### src/rtl/cdpwm_pkg.sv
// cdpwm_pkg: shared types and helpers for the countdown-PWM capture path.
package cdpwm_pkg;

    typedef enum logic [1:0] {CAP_IDLE, CAP_HIGH, CAP_LOW} cap_state_t;

    // Returns {rise, fall} from the current and previous sample of a level.
    function automatic logic [1:0] edge_det(input logic s, input logic s_last);
        return {s & ~s_last, ~s & s_last};
    endfunction

endpackage

### src/rtl/cdpwm_capture_sync_edge_det.sv
// sync_edge_det: multi-flop synchronizer followed by a registered-last rise/fall detector.
module sync_edge_det
    import cdpwm_pkg::*;
#(
    parameter int STAGES = 2
) (
    input  logic sysclk,
    input  logic sysreset,
    input  logic din,
    output logic rise,
    output logic fall
);

    logic [STAGES-1:0] sync;
    logic              s_last;

    always_ff @(posedge sysclk) begin
        if (!sysreset) begin
            sync   <= '0;
            s_last <= 1'b0;
        end else begin
            sync   <= {sync[STAGES-2:0], din};
            s_last <= sync[STAGES-1];
        end
    end

    assign {rise, fall} = edge_det(sync[STAGES-1], s_last);

endmodule

### src/rtl/cdpwm_capture.sv
// cdpwm_capture: measures period and high time of an async PWM input in timebase ticks,
// with a valid/ack result handshake and sticky overrun/timeout flags.
module cdpwm_capture
    import cdpwm_pkg::*;
#(
    parameter int WIDTH       = 16,
    parameter int SYNC_STAGES = 2
) (
    input  logic             sysclk,
    input  logic             sysreset,
    input  logic             counter_event,
    input  logic             pwm_in,
    output logic [WIDTH-1:0] period,
    output logic [WIDTH-1:0] high_time,
    output logic             capture_valid,
    input  logic             capture_ack,
    output logic             overrun,
    output logic             timeout,
    input  logic             flags_clear
);

    localparam logic [WIDTH-1:0] CNT_MAX = '1;

    cap_state_t       state, state_nxt;
    logic             rise, fall, event_last, tick;
    logic [WIDTH-1:0] hi_cnt, per_cnt, per_tot;
    logic             per_sat, active, do_cap, do_to, cnt_clr, hi_inc, per_inc;

    sync_edge_det #(.STAGES(SYNC_STAGES)) u_sync (
        .sysclk   (sysclk),
        .sysreset (sysreset),
        .din      (pwm_in),
        .rise     (rise),
        .fall     (fall)
    );

    assign tick    = counter_event & ~event_last;
    assign per_sat = per_cnt == CNT_MAX;
    // A tick landing on the closing edge still belongs to the finished period.
    assign per_tot = per_cnt + WIDTH'(tick);

    always_ff @(posedge sysclk) begin
        if (!sysreset) begin
            state      <= CAP_IDLE;
            event_last <= 1'b0;
        end else begin
            state      <= state_nxt;
            event_last <= counter_event;
        end
    end

    always_comb begin
        state_nxt = state;
        case (state)
            CAP_IDLE: state_nxt = rise ? CAP_HIGH : CAP_IDLE;
            CAP_HIGH: state_nxt = per_sat ? CAP_IDLE : fall ? CAP_LOW : CAP_HIGH;
            CAP_LOW:  state_nxt = per_sat ? CAP_IDLE : rise ? CAP_HIGH : CAP_LOW;
            default:  state_nxt = CAP_IDLE;
        endcase
    end

    always_comb begin
        active  = state != CAP_IDLE;
        do_to   = active && per_sat;
        do_cap  = state == CAP_LOW && rise && !per_sat;
        cnt_clr = !active || per_sat || do_cap;
        hi_inc  = state == CAP_HIGH && tick;
        per_inc = active && tick;
    end

    // Clearing on saturation keeps both counters from ever wrapping.
    always_ff @(posedge sysclk) begin
        if (!sysreset || cnt_clr) begin
            hi_cnt  <= '0;
            per_cnt <= '0;
        end else begin
            hi_cnt  <= hi_cnt + WIDTH'(hi_inc);
            per_cnt <= per_cnt + WIDTH'(per_inc);
        end
    end

    always_ff @(posedge sysclk) begin
        if (!sysreset) begin
            period        <= '0;
            high_time     <= '0;
            capture_valid <= 1'b0;
            overrun       <= 1'b0;
            timeout       <= 1'b0;
        end else begin
            if (do_cap) begin
                period    <= per_tot;
                high_time <= hi_cnt;
            end
            capture_valid <= do_cap | (capture_valid & ~capture_ack);
            overrun       <= (do_cap & capture_valid & ~capture_ack) | (overrun & ~flags_clear);
            timeout       <= do_to | (timeout & ~flags_clear);
        end
    end

endmodule

### config.mk
export PLATFORM = sky130hd
export DESIGN_NAME = cdpwm_capture
export DESIGN_NICKNAME = d
export VERILOG_FILES = /design/src/rtl/cdpwm_pkg.sv /design/src/rtl/cdpwm_capture_sync_edge_det.sv /design/src/rtl/cdpwm_capture.sv
export SDC_FILE = /design/constraint.sdc
export NUM_CORES = 1
export LEC_CHECK = 0
export CORE_UTILIZATION = 49
export DETAILED_ROUTE_END_ITERATION = 7
export PLACE_DENSITY_LB_ADDON = 0.05
export SYNTH_ARGS = -nofsm -noshare
export SYNTH_HDL_FRONTEND = slang
export SYNTH_SLANG_ARGS = --single-unit
### constraint.sdc
create_clock -name sysclk -period 3.5 [get_ports sysclk]
set_clock_uncertainty 0.05 [all_clocks]
set_input_delay 1.05 -clock sysclk [delete_from_list [all_inputs] [get_ports sysclk]]
set_output_delay 1.05 -clock sysclk [all_outputs]
set_load 0.02 [all_outputs]
# --- Word level (Yosys, flattened, before mapping) ---
# Cells that the tools add are included.
classes:
  n_addsub: 3
  multipliers: 0
  div_mod_pow: 0
  magnitude_cmp: 0
  eq_ne: 3
  shift: 0
  mux: 6
  bitwise: 16
  reduce_logical: 13
op_table:
  columns: ["op", "n"]
  rows:
  - ["adder 16 x 1 -> 16 bit", 3]
  - ["equality test 16 bit, second input constant", 1]
  - ["bitwise AND 1 bit", 8]
  - ["two-way mux 2 bit", 4]
  - ["case mux 2 bit (3 select lines)", 1]
  - ["logical AND 1 bit", 5]
  - ["NOT 1 bit", 5]
  - ["zero test 1 bit", 3]
  - ["logical OR 1 bit", 3]
  - ["bitwise OR 1 bit", 3]
  - ["equality test 2 x 1 -> 1 bit, second input constant", 1]
  - ["equality test 2 bit, second input constant", 1]
  - ["zero test 2 bit", 1]
  - ["nonzero test 2 bit", 1]
  - ["two-way mux 1 bit", 1]
word_totals:
  regBits: 73
  latch_bits: 0
  mem_bits_rw: 0
  mem_bits_ro: 0
  input_bits: 6
  mem_count: 0

# --- Depth between registers and ports, before layout ---
# Gate-level depths: netlist (run 1).
logic_depth:
  word_depth: 7
  depth_mapped: 8
  mapped_depth_nobuf: 8

# --- Hierarchy ---
# From an unflattened synthesis (run 1), not the netlist that was laid out.
hier_totals:
  cells_unflattened: 370
  area_unflattened_um2: 3204.3
modules_own_cells:
  columns: ["mod", "instances", "cells_each", "area_per_inst_um2", "seq_area_each_um2"]
  rows:
  - ["cdpwm_capture", 1, 362, 3113.0, 1401.3]
  - ["sync_edge_det", 1, 8, 91.3, 60.1]

# --- Worst setup path before layout (run 1) ---
# No wires, ideal clock.
synth_timing:
  path_kind: "input to register"
  from: "input counter_event"
  to: "register per_cnt[12]"
  arrival_time_ns: 2.257
  setup_slack_ns: 1.076
  stages: 8
  n_path_buf: 0
  cell_sequence: "nand2b_1 > nor2_1 > ha_1 > ha_1 > nand3_1 > nor4_1 > xnor2_1 > nor2_1"
synth_via:
  elab_chain_cells: 3
synth_rtl:
  columns: ["element", "line", "rtl"]
  rows:
  - ["start, declared", "cdpwm_capture.sv:11", "input logic counter_event,"]
  - ["bitwise AND 1 bit", "cdpwm_capture.sv:37", "assign tick = counter_event & ~event_last;"]
  - ["logical AND 1 bit", "cdpwm_capture.sv:68", "per_inc = active && tick;"]
  - ["adder 16 x 1 -> 16 bit", "cdpwm_capture.sv:78", "per_cnt <= per_cnt + WIDTH'(per_inc);"]
  - ["end signal, assigned", "cdpwm_capture.sv:78", null]
  - ["end, declared", "cdpwm_capture.sv:26", "logic [WIDTH-1:0] hi_cnt, per_cnt, per_tot;"]
# No other way between the ends.
# A chain may end at the register's enable or synchronous reset.

# --- Worst setup path in the final report (run 1) ---
layout_timing:
  from: "input counter_event"
  to: "register period[12]"
layout_via:
  elab_chain_cells: 2
layout_rtl:
  columns: ["element", "line", "rtl"]
  rows:
  - ["bitwise AND 1 bit", "cdpwm_capture.sv:37", null]
  - ["adder 16 x 1 -> 16 bit", "cdpwm_capture.sv:40", "assign per_tot = per_cnt + WIDTH'(tick);"]
  - ["end signal, assigned", "cdpwm_capture.sv:91", "period <= per_tot;"]
  - ["end, declared", "cdpwm_capture.sv:13", "output logic [WIDTH-1:0] period,"]
# No other way between the ends.

==> results of run 1 <==
sequential cells by signal, summed over array words and instances, names as in the netlist:
register / flops
capture_valid: 1
event_last: 1
hi_cnt: 16
high_time: 16
overrun: 1
per_cnt: 16
period: 16
state: 2
timeout: 1
u_sync.s_last: 1
u_sync.sync: 2
kinds of logic (layout without fill, tap and decap cells):
kind of cell	after synthesis	count (layout)
simple gates	139	139
compound gates	77	77
flops	73	73
xor+xnor	40	40
buf+inv	37	72
fa+ha+maj	6	6
cells in the final DEF (no fill, tap or decap), drive strengths merged, types with 4 or more instances in the layout:
master          n
nor3           11
dfxtp          73
o21ai          22
nand4          10
clkdlybuf4s50  40
nand2          12
nand2b          7
clkbuf          9
nor2           44
nor4           11
inv            11
ha              6
buf             7
a21oi          39
xnor2          31
a211oi         14
xor2            9
and2            4
nand3          29
area by class of cell:
cell class | instances | area share
clock buffer | 9 | 0.03115
clock inverter | 7 | 0.02580
inverter | 9 | 0.008496
multi-input combinational | 262 | 0.4289
sequential | 73 | 0.3675
tap | 77 | 0.02423
timing repair buffer | 47 | 0.1139
worst max-delay path, cell delays in order:
cell	delay, ps
clkdlybuf4s50_1	460
nand2b_1	90
inv_1	70
ha_1	160
ha_1	200
nand3_1	230
nor4_1	320
xnor2_1	190
a211oi_2	90
through the flow:
stage	utilization	hold WS [ps]	cells	total power [W]	area, sq um
CTS	0.6157	394.5	484	0.001642	3976
global route	0.6157	403.2	484	0.001677	3976
floorplan	-	361.8	372	0.0008772	3352
detailed placement	0.5806	372.8	468	0.0008917	3750
finish	0.6157	390.9	484	0.001624	3976
global placement	0.5806	364.0	468	0.0008918	3750
worst paths after layout:
kind                                   from                        end  slack [ps]  cells past startpoint
setup reg to reg     per_cnt[11]$_SDFF_PP0_    period[11]$_SDFFE_PN0P_         950                      5
hold reg to reg   u_sync.sync[0]$_SDFF_PN0_  u_sync.sync[1]$_SDFF_PN0_         390                      1
hold / removal    u_sync.sync[0]$_SDFF_PN0_  u_sync.sync[1]$_SDFF_PN0_         390                      1
setup / recovery              counter_event    period[12]$_SDFFE_PN0P_         780                      9
layer usage:
metal,GRT usage,routed length [um]
met2,0.2912,2836
met3,0.03540,304
met1,0.2924,3527
met4,0.1140,181
met5,0,0
power by group:
part / total [W] / switching [W] / internal (W)
combinational: 0.0000361 / 0.0000223 / 0.0000137
sequential: 0.000836 / 0.00000263 / 0.000833
clock: 0.000752 / 0.000343 / 0.000409
total: 0.00162 / 0.000368 / 0.00126
==> results.md, run 1 <==
* ANT nets after route at 0
* Clk_lat worst skew at 350 ps
* Max Cap Viol at 0
* Seq. cell area at 1461 sq um
* Ranking of synthesized cells by area: dfxtp_1 44%, xnor2_1 8.1%, nor2_1 4.8%, a21oi_1 4.5%, nand3_1 4.3%
* Req. time, crit path at 3640 ps
* Largest family of logic cells by synthesized area: simple AND/OR/NAND/NOR gates
* Crit end category: flop
* Number of flops mapped to enable cells by yosys at 0
* Netlist Area Pre-Place at 3352 sq um
* Clock Root Buffer: clkbuf_8
* Io pins at 41
* Worst-margin pin slew at 959.3 ps
* Synth-to-Final Area Change at 18.63%
* Initial drt markers at 184
* Die Y at 84.71 um
* Initial Utilization at 0.5190
* Most common cell in the synthesized netlist: dfxtp_1
* Clock Sinks at 73
* Die area at 7176 sq um
* DRC errors left at 0
* Post-CTS Hold Fix Bufs at 0
* NumNets Final at 414
* WL/cell at 14.15 um
* CTS H-Tree Depth at 3
* Clock Path Buffers at 2
* GPL Wtd Cong at 0.8546
* CTS tree: done
* Vias at 2654
* Worst path arrival time at 2860 ps
* Core Rows at 29
* Synth Flop Type: dfxtp_1
* Ys Warns at 0
* Syn_nets at 384
* Async set or reset register ratio after synthesis at 0
* Clk slew on worst S/H paths at 80 ps
* Final hold violations at 0
* Max-slew headroom at 0.3598
* Final setup viols at 0
* First-pass GRT wire length at 11540 um
* Synth cell count leaders: 73 x dfxtp_1, 43 x nor2_1, 31 x xnor2_1, 30 x a21oi_1, 29 x nand3_1
* Synthesized flop and latch total at 73
* Synth Area in Adders at 0.02240
* PD cells at 408.4 nW/um^2
* Status: finished, final reports clean
* Setup Buffers After CTS at 0
* Post-CTS Resized at 0
* Leak at 1.199 nW
* Final worst setup slack at 779.4 ps
* Clock period minus worst slack at 2721 ps
* Initial antenna violation count at 0
* TNS Setup at 0 ps
* Kind of critical path: primary input to flop
* Sequential fraction of the synthesis area at 0.4360
* Share of post-route cells with drive strength above 1 at 0.1179
* Core ar. at 6459 sq um
* Startpoint Class: primary input
* Synth top area share at 0.4360
* Final period utilization at 0.7773
* Worst Hold Class: flop to flop
* Grt total ovfl at 0
* Post-synthesis mux area share at 0
* Area of the multi-input gates at 1705 sq um
* TritonCTS buffer count at 9
* Setup WS pre-CTS at 403.0 ps
* Post-synthesis cell count at 372
* Gr usage total at 0.2046
* Post-synthesis xor/xnor area fraction at 0.1045
* VDD IR-drop max at 0.2342 mV
* Max Fclk at 0.3676 GHz
* Cell variety after synth at 38
* TritonRoute pass-1 iters at 6
* Compound-Gate Fraction of Synth Area at 0.1680
* Port bufs at 40
* Vias per Instance at 5.483
* CP Max Fanout at 6
* Avg Cell Area, Syn at 9.011 sq um
* Post-DP HPWL at 4511 um
* Fill count at 589
* Overall die width at 84.71 um
* ANT cells at 0
* Largest net degree at the start of global routing at 37
* RSZ-0062 raised after global routing: no
* WL final at 6849 um
* Synth area leader: dfxtp_1
* Max-slew violations at 0
* Simple-gate portion of the synthesized area at 0.2116
* Vias in the first global route at 2422
No activity file was read; power rests on OpenSTA's default activity.
==> run 2, diff against run 1 <==
clock period = 2.78 ns   (was 3.5 ns; I/O delays follow)
==> results.md, run 2 (synthesis gave the netlist of run 1 again) <==
* Status: finished, final reports clean
* Final period utilization at 0.8864
* Finished Layout Cells at 492 (+1.7%)
* TritonCTS buffer count at 9 (unchanged)
* Core ar. at 6459 sq um (unchanged)
* Reg-to-Reg End: period[5]$_SDFFE_PN0P_
* Worst Hold Class: flop to flop
* NumNets Final at 423 (+2.2%)
* Vias at 2673 (+0.72%)
* ANT nets after route at 0 (unchanged)
* Top Metal Used: met4
* CTS tree: done
* Hold EP: u_sync.sync[1]$_SDFF_PN0_
* CP max stage delay at 470 ps (about the same)
* R2R cell count at 5 (unchanged)
* Share of post-route cells with drive strength above 1 at 0.1325 (+0.01459)
* Clock power frac at 0.432 (-0.031)
* Metal-1 WL at 3638 um (+3.1%)
* Vias in the first global route at 2446 (+0.99%)
* Most frequent cells in the layout: 73 x dfxtp_1, 42 x nor2_1, 40 x clkdlybuf4s50_1
* Reg2reg start: per_cnt[3]$_SDFF_PP0_
* Slowest cell on the critical path: clkdlybuf4s50_1
* Sequential share of power at 0.545 (+0.030)
* Clock period minus worst slack at 2464 ps
* Clock Root Buffer: clkbuf_8
* Crit end category: flop
* Kind of critical path: primary input to flop
* Req. time, crit path at 2950 ps (-690 ps)
* Final worst setup slack at 315.9 ps (-463.5 ps)
* Hold Path Origin: u_sync.sync[0]$_SDFF_PN0_
* Logic pwr share at 0.023 (about the same)
* First-pass GRT wire length at 12090 um (+4.7%)
* Met3 wire length at 319 um (+4.9%)
* Hold Path Depth at 1 (unchanged)
* Startpoint Class: primary input
* Die area at 7176 sq um (unchanged)
* Max-slew violations at 0 (unchanged)
* Die Y at 84.71 um (unchanged)
* TNS Setup at 0 ps (unchanged)
* Io pins at 41 (unchanged)
* Post-DP HPWL at 4596 um (+1.9%)
* P_int at 0.001522 W (+21%)
* VDD IR-drop max at 0.4453 mV (+90%)
* CP Max Fanout at 5 (-1)
* Initial antenna violation count at 0 (unchanged)
* Clk_lat worst skew at 340 ps (about the same)
* Vias per Instance at 5.433 (-0.92%)
* Final hold violations at 0 (unchanged)
* Met2 WL post-DR at 2951 um (+4.1%)
* Overall die width at 84.71 um (unchanged)
* Setup WS pre-CTS at -19.69 ps (-422.7 ps)
* WL final at 6978 um (+1.9%)
* Initial drt markers at 144 (-22%)
* Clk slew on worst S/H paths at 80 ps (about the same)
* Max-slew headroom at 0.3908 (+0.03105)
* Most common cell after layout, fill and taps aside: dfxtp_1
* Max Fclk at 0.4058 GHz
* Max Cap Viol at 0 (unchanged)
* Worst path arrival time at 2630 ps (-230 ps)
* Placed insts at 477 (+1.9%)
* Largest net degree at the start of global routing at 37 (unchanged)
* DRC errors left at 0 (unchanged)
* PD cells at 481.1 nW/um^2 (+18%)
* Gr usage total at 0.2146 (+0.009976)
* Grt total ovfl at 0 (unchanged)
* CTS H-Tree Depth at 3 (unchanged)
* Post-CTS Hold Fix Bufs at 0 (unchanged)
* Psw at 0.0004086 W (+11%)
* Final setup viols at 0 (unchanged)
* Reg2reg setup slack at 570 ps (-380 ps)
* Port bufs at 40 (unchanged)
* ANT cells at 0 (unchanged)
* Leak at 1.233 nW (+2.9%)
* Setup Buffers After CTS at 0 (unchanged)
* Post-CTS Resized at 0 (unchanged)
* Initial Utilization at 0.5190 (unchanged)
* GPL Wtd Cong at 0.8222 (-3.8%)
* Core Rows at 29 (unchanged)
* Clock Sinks at 73 (unchanged)
* Clock Path Buffers at 2 (unchanged)
* Worst-margin pin slew at 912.8 ps (-46.52 ps)
* TritonRoute pass-1 iters at 6 (unchanged)
* Final Hold Slack at 394.8 ps (+3.984 ps)
* Switching Share at 0.2117 (-0.01513)
* RSZ-0062 raised after global routing: no
* Fill count at 566 (-3.9%)
* Critical path, cell by cell: clkdlybuf4s50_1, nand2b_1, nor2_1, ha_1, ha_1, nand3_1, nor4_1, xnor2_1, nor2_1
* Synth-to-Final Area Change at 19.71%
* WL/cell at 14.18 um (+0.23%)
run 2: worst max path at each step:
stage | endpoint | start | cells past startpoint
finish | per_cnt[14]$_SDFF_PP0_ | counter_event | 9
global placement | period[12]$_SDFFE_PN0P_ | counter_event | 9
detailed placement | per_cnt[12]$_SDFF_PP0_ | counter_event | 9
floorplan | per_cnt[12]$_SDFF_PP0_ | counter_event | 8
global route | period[14]$_SDFFE_PN0P_ | counter_event | 9
CTS | period[15]$_SDFFE_PN0P_ | counter_event | 8
run 2: final cells by class:
cell class | instances | area, sq um | area share
Timing Repair Buffer | 56 | 520.5 | 0.1297
Inverter | 9 | 33.78 | 0.008419
Multi-Input combinational cell | 262 | 1705 | 0.4250
Sequential cell | 73 | 1461 | 0.3642
Tap cell | 77 | 96.34 | 0.02401
Clock buffer | 12 | 155.1 | 0.03867
Clock inverter | 3 | 40.04 | 0.009978
run 2: metrics by stage:
| step | total power [W] | cell area [sq um] | util |
|---|---|---|---|
| 3_3_place_gp | 0.001122 | 3817 | 0.5911 |
| 6_report | 0.001931 | 4013 | 0.6213 |
| 4_1_cts | 0.001946 | 4013 | 0.6213 |
| 3_5_place_dp | 0.001122 | 3817 | 0.5911 |
| 2_1_floorplan | 0.001104 | 3352 | - |
| 5_1_grt | 0.002008 | 4013 | 0.6213 |
run 2: power by group through the flow:
stage	Clock, W	Combinational [W]	Sequential (W)
floorplan	0	0.0000281	0.00108
global placement	0	0.0000450	0.00108
detailed placement	0	0.0000450	0.00108
CTS	0.000848	0.0000452	0.00105
global route	0.000906	0.0000495	0.00105
finish	0.000833	0.0000447	0.00105
run 2: routing by layer:
metal  global-route usage  vias to the layer above
met5                    0                        -
met4              0.07858                        0
met3              0.04425                        7
met2               0.3067                       55
met1               0.3174                     1241
li1                     -                     1370
run 2: worst max-delay path: cells and delay by family:
| kind | cells | cell delay (ps) |
|---|---|---|
| AND/OR/NAND/NOR | 5 | 820 |
| adder cells (fa/ha/maj) | 2 | 340 |
| XOR/XNOR | 1 | 170 |
| buffers and inverters | 1 | 470 |
==> run 3, diff against run 2 <==
CORE_MARGIN = 4   (was unset)
SLEW_MARGIN = 20   (was unset)
==> results.md, run 3 (synthesis gave the netlist of run 1 again) <==
* Post-CTS Hold Fix Bufs at 0 (unchanged)
* TritonRoute pass-1 iters at 4 (-2)
* VDD IR-drop max at 0.3434 mV (-23%)
* Setup WS pre-CTS at -21.53 ps (-1.846 ps)
* Max Cap Viol at 0 (unchanged)
* Worst path arrival time at 2610 ps (-20 ps)
* Pwr Total at 0.002291 W (+19%)
* Kind of critical path: primary input to flop
* Clock power frac at 0.521 (+0.089)
* WL final at 7235 um (+3.7%)
* ANT nets after route at 0 (unchanged)
* Switching Share at 0.1840 (-0.02771)
* Initial drt markers at 100 (-31%)
* Hold Path Origin: u_sync.sync[0]$_SDFF_PN0_
* Initial antenna violation count at 0 (unchanged)
* NumNets Final at 422 (-0.24%)
* Final worst setup slack at 319.8 ps (+3.962 ps)
* Met2 WL post-DR at 3081 um (+4.4%)
* Vias in the first global route at 2650 (+8.3%)
* DRC errors left at 0 (unchanged)
* Overall die width at 90.71 um (+7.1%)
* Clk_lat worst skew at 340 ps (about the same)
* Final core occ at 0.6315 (+0.01021)
* Metal-1 WL at 3693 um (+1.5%)
* Max-slew violations at 0 (unchanged)
* Crit end category: flop
* Die area at 8228 sq um (+15%)
* GPL Wtd Cong at 0.7982 (-2.9%)
* Clock Sinks at 73 (unchanged)
* TritonCTS buffer count at 9 (unchanged)
* Initial Utilization at 0.5161 (-0.002899)
* Share of post-route cells with drive strength above 1 at 0.1325 (unchanged)
* Status: finished, final reports clean
* RSZ-0062 raised after global routing: no
* Final setup viols at 0 (unchanged)
* Core ar. at 6495 sq um (+0.56%)
* Max Fclk at 0.4065 GHz (+0.16%)
* Final hold violations at 0 (unchanged)
* CTS tree: done
* Setup Buffers After CTS at 0 (unchanged)
* Met3 wire length at 295 um (-7.5%)
* Clock Root Buffer: clkbuf_8
* CP Max Fanout at 6 (+1)
* Req. time, crit path at 2920 ps (-30 ps)
* Logic pwr share at 0.020 (-0.003)
* Post-DP HPWL at 4784 um (+4.1%)
* Port bufs at 40 (unchanged)
* Reg2reg start: u_sync.s_last$_SDFF_PN0_
* Post-CTS Resized at 0 (unchanged)
* Startpoint Class: primary input
* Core Rows at 29 (unchanged)
* Clock period minus worst slack at 2460 ps (-3.962 ps)
* PD cells at 558.5 nW/um^2 (+16%)
* Vias per Instance at 5.392 (-0.75%)
* P_int at 0.001869 W (+23%)
* Clock Path Buffers at 2 (unchanged)
* WL/cell at 14.71 um (+3.7%)
* Source of the critical timing path: counter_event
* First-pass GRT wire length at 12760 um (+5.5%)
* Gr usage total at 0.1916 (-0.02296)
* Worst-margin pin slew at 911.0 ps (-1.714 ps)
* Leak at 1.272 nW (+3.1%)
* ANT cells at 0 (unchanged)
* Vias at 2653 (-0.75%)
* Io pins at 41 (unchanged)
* Top Metal Used: met4
* Worst Hold Class: flop to flop
* Synth-to-Final Area Change at 22.36%
* Die Y at 90.71 um (+7.1%)
* CTS H-Tree Depth at 3 (unchanged)
* Max-slew headroom at 0.3920 (+0.001144)
* Final period utilization at 0.8850 (-0.001425)
* Largest net degree at the start of global routing at 37 (unchanged)
* Most frequent cells in the layout: 73 x dfxtp_1, 42 x nor2_1, 40 x clkdlybuf4s50_1
* Sequential share of power at 0.459 (-0.086)
* Psw at 0.0004214 W (+3.1%)
* Most common cell after layout, fill and taps aside: dfxtp_1
* Clk slew on worst S/H paths at 80 ps (about the same)
* TNS Setup at 0 ps (unchanged)
* Grt total ovfl at 0 (unchanged)
[run 3: cell count changes in the layout (fill, tap and decap cells not counted), sizes merged]
cell and change:
clkinv -2, clkbuf -1, bufinv +4, buf -1
[run 3: worst paths after layout]
path	depth (start not counted)	slack [ps]	endpoint
worst min-delay path	1	390	u_sync.sync[1]$_SDFF_PN0_
worst min register to register	1	390	u_sync.sync[1]$_SDFF_PN0_
worst max-delay path	9	320	period[14]$_SDFFE_PN0P_
worst max register to register	4	500	period[3]$_SDFFE_PN0P_
[run 3: through the flow]
| step | cells | hold WS [ps] | instance area, sq um |
|---|---|---|---|
| 2_1_floorplan | 372 | 361.8 | 3352 |
| 3_3_place_gp | 476 | 368.3 | 3810 |
| 3_5_place_dp | 476 | 378.5 | 3810 |
| 4_1_cts | 492 | 398.5 | 4101 |
| 5_1_grt | 492 | 411.8 | 4101 |
| 6_report | 492 | 392.4 | 4101 |
[run 3: final cells by class]
cell class / instances / area (sq um)
Fill cell: 565 / 2394
Multi-Input combinational cell: 262 / 1705
Sequential cell: 73 / 1461
Timing Repair Buffer: 55 / 513.0
Clock inverter: 5 / 150.1
Clock buffer: 11 / 141.4
Tap cell: 77 / 96.34
Inverter: 9 / 33.78
[run 3: per-layer routing]
layer | global-route usage | up-vias
met5 | 0 | -
met4 | 0.09439 | 0
met3 | 0.03583 | 16
met2 | 0.2884 | 66
met1 | 0.2620 | 1210
li1 | - | 1361
[run 3: worst max-delay path: stages]
cell and delay (ps):
clkdlybuf4s50_1 460, nand2b_1 90, inv_1 60, ha_1 150, ha_1 180, nand3_1 220
nor4_1 290, xnor2_1 210, a211oi_2 100
[run 3: power by group through the flow]
stage,Combinational [W],Clock [W],Sequential (W)
final,0.0000454,0.00119,0.00105
after global routing,0.0000519,0.00126,0.00105
after CTS,0.0000461,0.00121,0.00105
after detailed placement,0.0000459,0,0.00108
after global placement,0.0000458,0,0.00108
after floorplan,0.0000281,0,0.00108
